File: src/rtl/demux_pkg.sv
// Shared defaults and output-state encoding for the 1-to-16 serial demultiplexer.
package demux_pkg;

  localparam int unsigned WIDTH_DEFAULT = 16;
  localparam int unsigned IDX_W_DEFAULT = 4;

  typedef enum logic {
    EMPTY = 1'b0,
    FULL  = 1'b1
  } out_state_e;

endpackage

File: src/rtl/sel_counter.sv
// Demux select counter: wraps modulo WIDTH; clear beats inc, clear+inc lands on 1.
module sel_counter #(
  parameter int unsigned WIDTH = 16,
  parameter int unsigned IDX_W = 4
) (
  input  logic             clk,
  input  logic             rst,
  input  logic             inc,
  input  logic             clear,
  output logic [IDX_W-1:0] count,
  output logic             wrap_c
);

  assign wrap_c = inc && (count == IDX_W'(WIDTH - 1));

  always_ff @(posedge clk) begin
    if (rst) begin
      count <= '0;
    end else if (clear) begin
      count <= inc ? IDX_W'(1) : '0;
    end else if (inc) begin
      count <= count + IDX_W'(1);
    end
  end

endmodule

File: src/rtl/demux_1x16_deser.sv
// Rebuilds parallel words from an LSB-first serial stream and offers them on a
// valid/ready port, flagging words that overwrite an unconsumed one.
module demux_1x16_deser
  import demux_pkg::*;
#(
  parameter int unsigned WIDTH = WIDTH_DEFAULT,
  parameter int unsigned IDX_W = IDX_W_DEFAULT
) (
  input  logic             clk,
  input  logic             rst,
  input  logic             in_bit,
  input  logic             in_valid,
  input  logic             align,
  output logic [WIDTH-1:0] out_word,
  output logic             out_valid,
  input  logic             out_ready,
  output logic [IDX_W-1:0] sel,
  output logic             overrun,
  input  logic             clr_ovr
);

  out_state_e       state_q, state_d;
  logic [WIDTH-1:0] asm_q, asm_d;
  logic [WIDTH-1:0] word_d;
  logic [WIDTH-1:0] merged_c;
  logic             ovr_d;
  logic             wrap_c;
  logic             complete_c;

  sel_counter #(
    .WIDTH (WIDTH),
    .IDX_W (IDX_W)
  ) u_sel (
    .clk    (clk),
    .rst    (rst),
    .inc    (in_valid),
    .clear  (align),
    .count  (sel),
    .wrap_c (wrap_c)
  );

  // An align edge restarts the word, so it can never also finish one.
  assign complete_c = wrap_c && !align;
  assign merged_c   = asm_q | (WIDTH'(in_bit) << sel);
  assign out_valid  = (state_q == FULL);

  always_comb begin
    state_d = state_q;
    asm_d   = asm_q;
    word_d  = out_word;
    ovr_d   = overrun;

    if (align) begin
      asm_d = in_valid ? WIDTH'(in_bit) : '0;
    end else if (in_valid) begin
      asm_d = complete_c ? '0 : merged_c;
    end

    if (complete_c) begin
      word_d = merged_c;
    end

    if (clr_ovr) begin
      ovr_d = 1'b0;
    end

    unique case (state_q)
      EMPTY: begin
        if (complete_c) begin
          state_d = FULL;
        end
      end
      FULL: begin
        if (complete_c && !out_ready) begin
          ovr_d = 1'b1;
        end else if (!complete_c && out_ready) begin
          state_d = EMPTY;
        end
      end
      default: state_d = EMPTY;
    endcase
  end

  always_ff @(posedge clk) begin
    if (rst) begin
      state_q  <= EMPTY;
      asm_q    <= '0;
      out_word <= '0;
      overrun  <= 1'b0;
    end else begin
      state_q  <= state_d;
      asm_q    <= asm_d;
      out_word <= word_d;
      overrun  <= ovr_d;
    end
  end

endmodule

File: config.mk
export PLATFORM = sky130hd
export DESIGN_NAME = demux_1x16_deser
export DESIGN_NICKNAME = d
export VERILOG_FILES = /design/src/rtl/demux_pkg.sv /design/src/rtl/sel_counter.sv /design/src/rtl/demux_1x16_deser.sv
export SDC_FILE = /design/constraint.sdc
export NUM_CORES = 1
export LEC_CHECK = 0
export BUFFER_PORTS_ARGS = -buffer_cell sky130_fd_sc_hd__buf_2
export CAP_MARGIN = 30
export CELL_PAD_IN_SITES_DETAIL_PLACEMENT = 1
export CELL_PAD_IN_SITES_GLOBAL_PLACEMENT = 1
export CORE_ASPECT_RATIO = 1.5
export CORE_MARGIN = 2
export CORE_UTILIZATION = 44
export CTS_CLUSTER_DIAMETER = 50
export DETAILED_ROUTE_END_ITERATION = 16
export PLACE_DENSITY = 0.92
export SLEW_MARGIN = 20
export SYNTH_ARGS = -nofsm -noshare
export SYNTH_HDL_FRONTEND = slang
export SYNTH_HIERARCHICAL = 1
export SYNTH_SLANG_ARGS = --single-unit
File: constraint.sdc
create_clock -name clk -period 4.18 [get_ports clk]
set_input_delay 0.627 -clock clk [delete_from_list [all_inputs] [get_ports clk]]
set_output_delay 0.627 -clock clk [all_outputs]
set_load 0.02 [all_outputs]
==> results by stage <==
Synthesis:
- Synthesis produced a netlist with a net count of 172.
- By count the netlist is led by sky130_fd_sc_hd__dfxtp_1 (38), sky130_fd_sc_hd__nor2_1 (22), sky130_fd_sc_hd__nor3_1 (19).
- Sequential elements use 47.7% of the synthesized area.
- In the synthesized netlist, the number of instances is 164.
- The cell with the most instances after synthesis is sky130_fd_sc_hd__dfxtp_1.
- The average size of a mapped cell is 9.73 µm².
- The share of Yosys cell area claimed by the top area cell type is 47.7%.
- The library cell occupying the most area in the post-synthesis netlist is sky130_fd_sc_hd__dfxtp_1.
- Ranked by total cell area, the synthesized netlist is headed by sky130_fd_sc_hd__dfxtp_1 (48%), sky130_fd_sc_hd__a211oi_1 (6.6%), sky130_fd_sc_hd__nor3_1 (6.0%), sky130_fd_sc_hd__nor2_1 (5.2%), sky130_fd_sc_hd__a22o_1 (4.9%).
- Yosys mapped a number of flops with a built-in enable equal to 0.
- In the synthesized netlist the dominant register cell turns out to be sky130_fd_sc_hd__dfxtp_1.
- The share of async-settable or async-resettable flops after synthesis is 0%.
- The number of distinct library cell variants in the gate-level netlist after synthesis is 40.
- The Yosys step of the flow raised 6 warnings.
- The number of synthesized register bits is 38.
- After synthesis the cells add up to 1600 µm².

Route:
- The number of DRC violations after detailed routing is 0.
- The final route contains 1343 vias.
- The via count normalized by instance count is 5.84.
- Wires add up to 4130 µm.
- For this block, the initial DRC count from the detailed router was 15.
- The average wire per cell in the routed design is 18.0 µm.
- The first detailed-routing pass took 4 iterations.
- The detail route stage leaves a number of antenna-violating nets equal to 0.

Layout:
- The finished layout holds 230 standard cells, fillers aside.
- The antenna diode count is 0.
- The share of final-layout standard cells stronger than drive strength 1 is 21.8%.
- Compared with the post-synthesis result, the final layout area differs by 12.2%.
- In the final design database the tool counted 197 nets.

STA:
- For the final routed database, the setup TNS stands at 0 ns.
- The number of hold-slack violations in the final timing report is 0.
- The final-report setup violation count is 0.
- After layout, the minimum clock period comes to 2.70 ns.
- The worst slew margin relative to its limit is 53.4%.
- The count of pins over their slew limit is 0.
- For the final database, setup skew stands at 0.00384 ns.
- Timing would allow up to 371 MHz.
- The final critical-path share of the clock period is 64.5%.
- Setup repair after global routing left no endpoint under its margin.
- The actual transition at the worst max-transition pin is 0.699 ns.

Power:
- The leakage power is 0.709 nW.
- The peak supply drop is 0.247 mV.
- The power density over the cells is 360 nW/µm².
- The overall power after layout is 0.644 mW.

Placement:
- The number of cells in the design after placement is 224.
- Port buffering added 28 buffers.
- The post-DP HPWL is 2920 µm.
- The last weighted congestion value of the routability-driven placer is 0.898.

Clock tree:
- The root buffer cell chosen for the clock tree is sky130_fd_sc_hd__clkbuf_8.
- The clock passes through at most 2 buffers.
- The clock net in this run drives a total of 38 sinks.
- After clock tree synthesis, the flow added hold-fix buffers numbering 0.
- Clock latency on the worst-skew pair, taken at its later pin, is 0.28 ns.
- The CTS tree is yes.
- Once the clock tree was built, the setup fixing pass inserted 0 buffers.
- The post-cts gate resize count is 0.
- The H-tree generated during clock tree synthesis spans 2 levels.
- Counting the buffers created by CTS gives 5.
- The clock-pin slew on the worst setup and hold paths is 0.07 ns.

Die:
- For this configuration, the core starts out at a cell density of 46.3%.
- The chip height is 77.7 µm.
- Pin placement for this block handled 29 I/O pins.
- After floorplanning, the core was sized to cover 3450 µm².
- The die outline width is 53.2 µm.
- The floorplan has 26 rows.
- The die covers 4130 µm².

Critical path:
- For the worst setup path, the data arrival time is 2.84 ns.
- The biggest fanout along the worst timing path is 18.
- The data required time at the worst endpoint is 4.32 ns.
- The category of the worst setup path launch point is a flop.
- The worst setup path is of the reg -> reg kind.
- The worst setup path is captured at a flop.

Global route:
- In the global route stage, overall resource usage came out at 22.6%.
- The first global-routing pass estimated 6760 µm of wire.
- The maximum number of pins on one net before global-route repair is 29.
- The initial antenna violation count is 0.
- The number of global-route vias before repair is 1370.
- The total grt overflow is 0.

Min path:
- The class of the worst hold path is reg -> reg.

Job:
- Max-cap violations in this run came to 0.

Outcome:
- The run finished with clean final reports.
[through the flow]
step | worst slack, ns | cell area [µm²] | hold slack [ns] | util (%)
5_1_grt | 1.16 | 1790 | 0.512 | 51.9
3_3_place_gp | 1.68 | 1710 | 0.443 | 49.5
6_report | 1.48 | 1790 | 0.468 | 51.9
4_1_cts | 1.49 | 1790 | 0.470 | 51.9
2_1_floorplan | 2.38 | 1600 | 0.421 | -
3_5_place_dp | 1.50 | 1710 | 0.453 | 49.5
[layer usage]
metal  wire length, µm  share of wire (%)  up-vias  GRT usage (%)
li1                  -                  -      650              -
met1              1620                 39      653           25.4
met2              2280                 55       29           39.0
met3               116                2.8       11           4.62
met4               116                2.8        0           10.8
met5                 0                  0        -              0
[power by group]
group | switching, mW | internal (mW)
registers | 0.00432 | 0.364
logic | 0.0216 | 0.0104
clock network | 0.117 | 0.127
total | 0.143 | 0.501
[flip-flops by register name (all words and copies together), names as in the netlist]
signal       flops
asm_q           16
out_valid        1
out_word        16
overrun          1
u_sel/count      4
[worst max-delay path, cell delays in order (launching register included)]
cell,delay (ns)
sky130_fd_sc_hd__dfxtp_1,0.65
sky130_fd_sc_hd__ha_1,0.24
sky130_fd_sc_hd__nand2_1,0.09
sky130_fd_sc_hd__nor2_1,0.50
sky130_fd_sc_hd__nand2b_1,0.54
sky130_fd_sc_hd__a211oi_1,0.42
sky130_fd_sc_hd__nor3_1,0.11
[cell type report]
class / instances / area, µm²
Sequential cell: 38 / 761
Inverter: 1 / 3.75
Timing Repair Buffer: 28 / 140
Tap cell: 42 / 52.6
Clock buffer: 6 / 82.6
Multi-Input combinational cell: 115 / 751
Fill cell: 435 / 1660
[kinds of logic (layout without fill, tap and decap cells)]
group / count (synthesis) / count (layout) / share of synthesized area [%]
AOI/OAI and AO/OA: 37 / 37 / 19.1
xor gates and xnor gates: 3 / 3 / 1.65
adders and majority gates: 1 / 1 / 0.784
buffers and inverters: 11 / 35 / 5.25
DFF: 38 / 38 / 47.7
muxes: 1 / 1 / 0.627
and+or+nand+nor: 73 / 73 / 24.9
[placed cells by master (no fill, tap or decap), drive strengths merged]
master  Yosys  final
nand3       1      1
nor2b       3      3
nor2       22     22
and3b       2      2
a211oi     15     15
xor2        2      2
inv         1      1
a211o       1      1
and2b       3      3
and4bb      1      1
nor3b       2      2
a32o        2      2
clkbuf      1      6
mux2i       1      1
and3        1      1
a21oi       1      1
a311oi      4      4
nor3       21     21
nand4       1      1
o31ai       1      1
nor4b       1      1
ha          1      1
a22o        9      9
nand3b      1      1
nand2       9      9
and2        1      1
o21ai       2      2
o41ai       1      1
xnor2       1      1
o22ai       1      1
dfxtp      38     38
nand2b      3      3
buf         9     28
nand4b      1      1
[path summary, 6_finish.rpt]
path | endpoint | from | depth (start not counted) | slack (ns)
hold / removal | asm_q[15] | asm_q[15] | 2 | 0.47
setup reg to reg | out_word[4] | u_sel/count[1] | 6 | 1.48
setup / recovery | out_word[4] | u_sel/count[1] | 6 | 1.48
hold reg to reg | asm_q[15] | asm_q[15] | 2 | 0.47
Power figures use the tool's default switching activity.
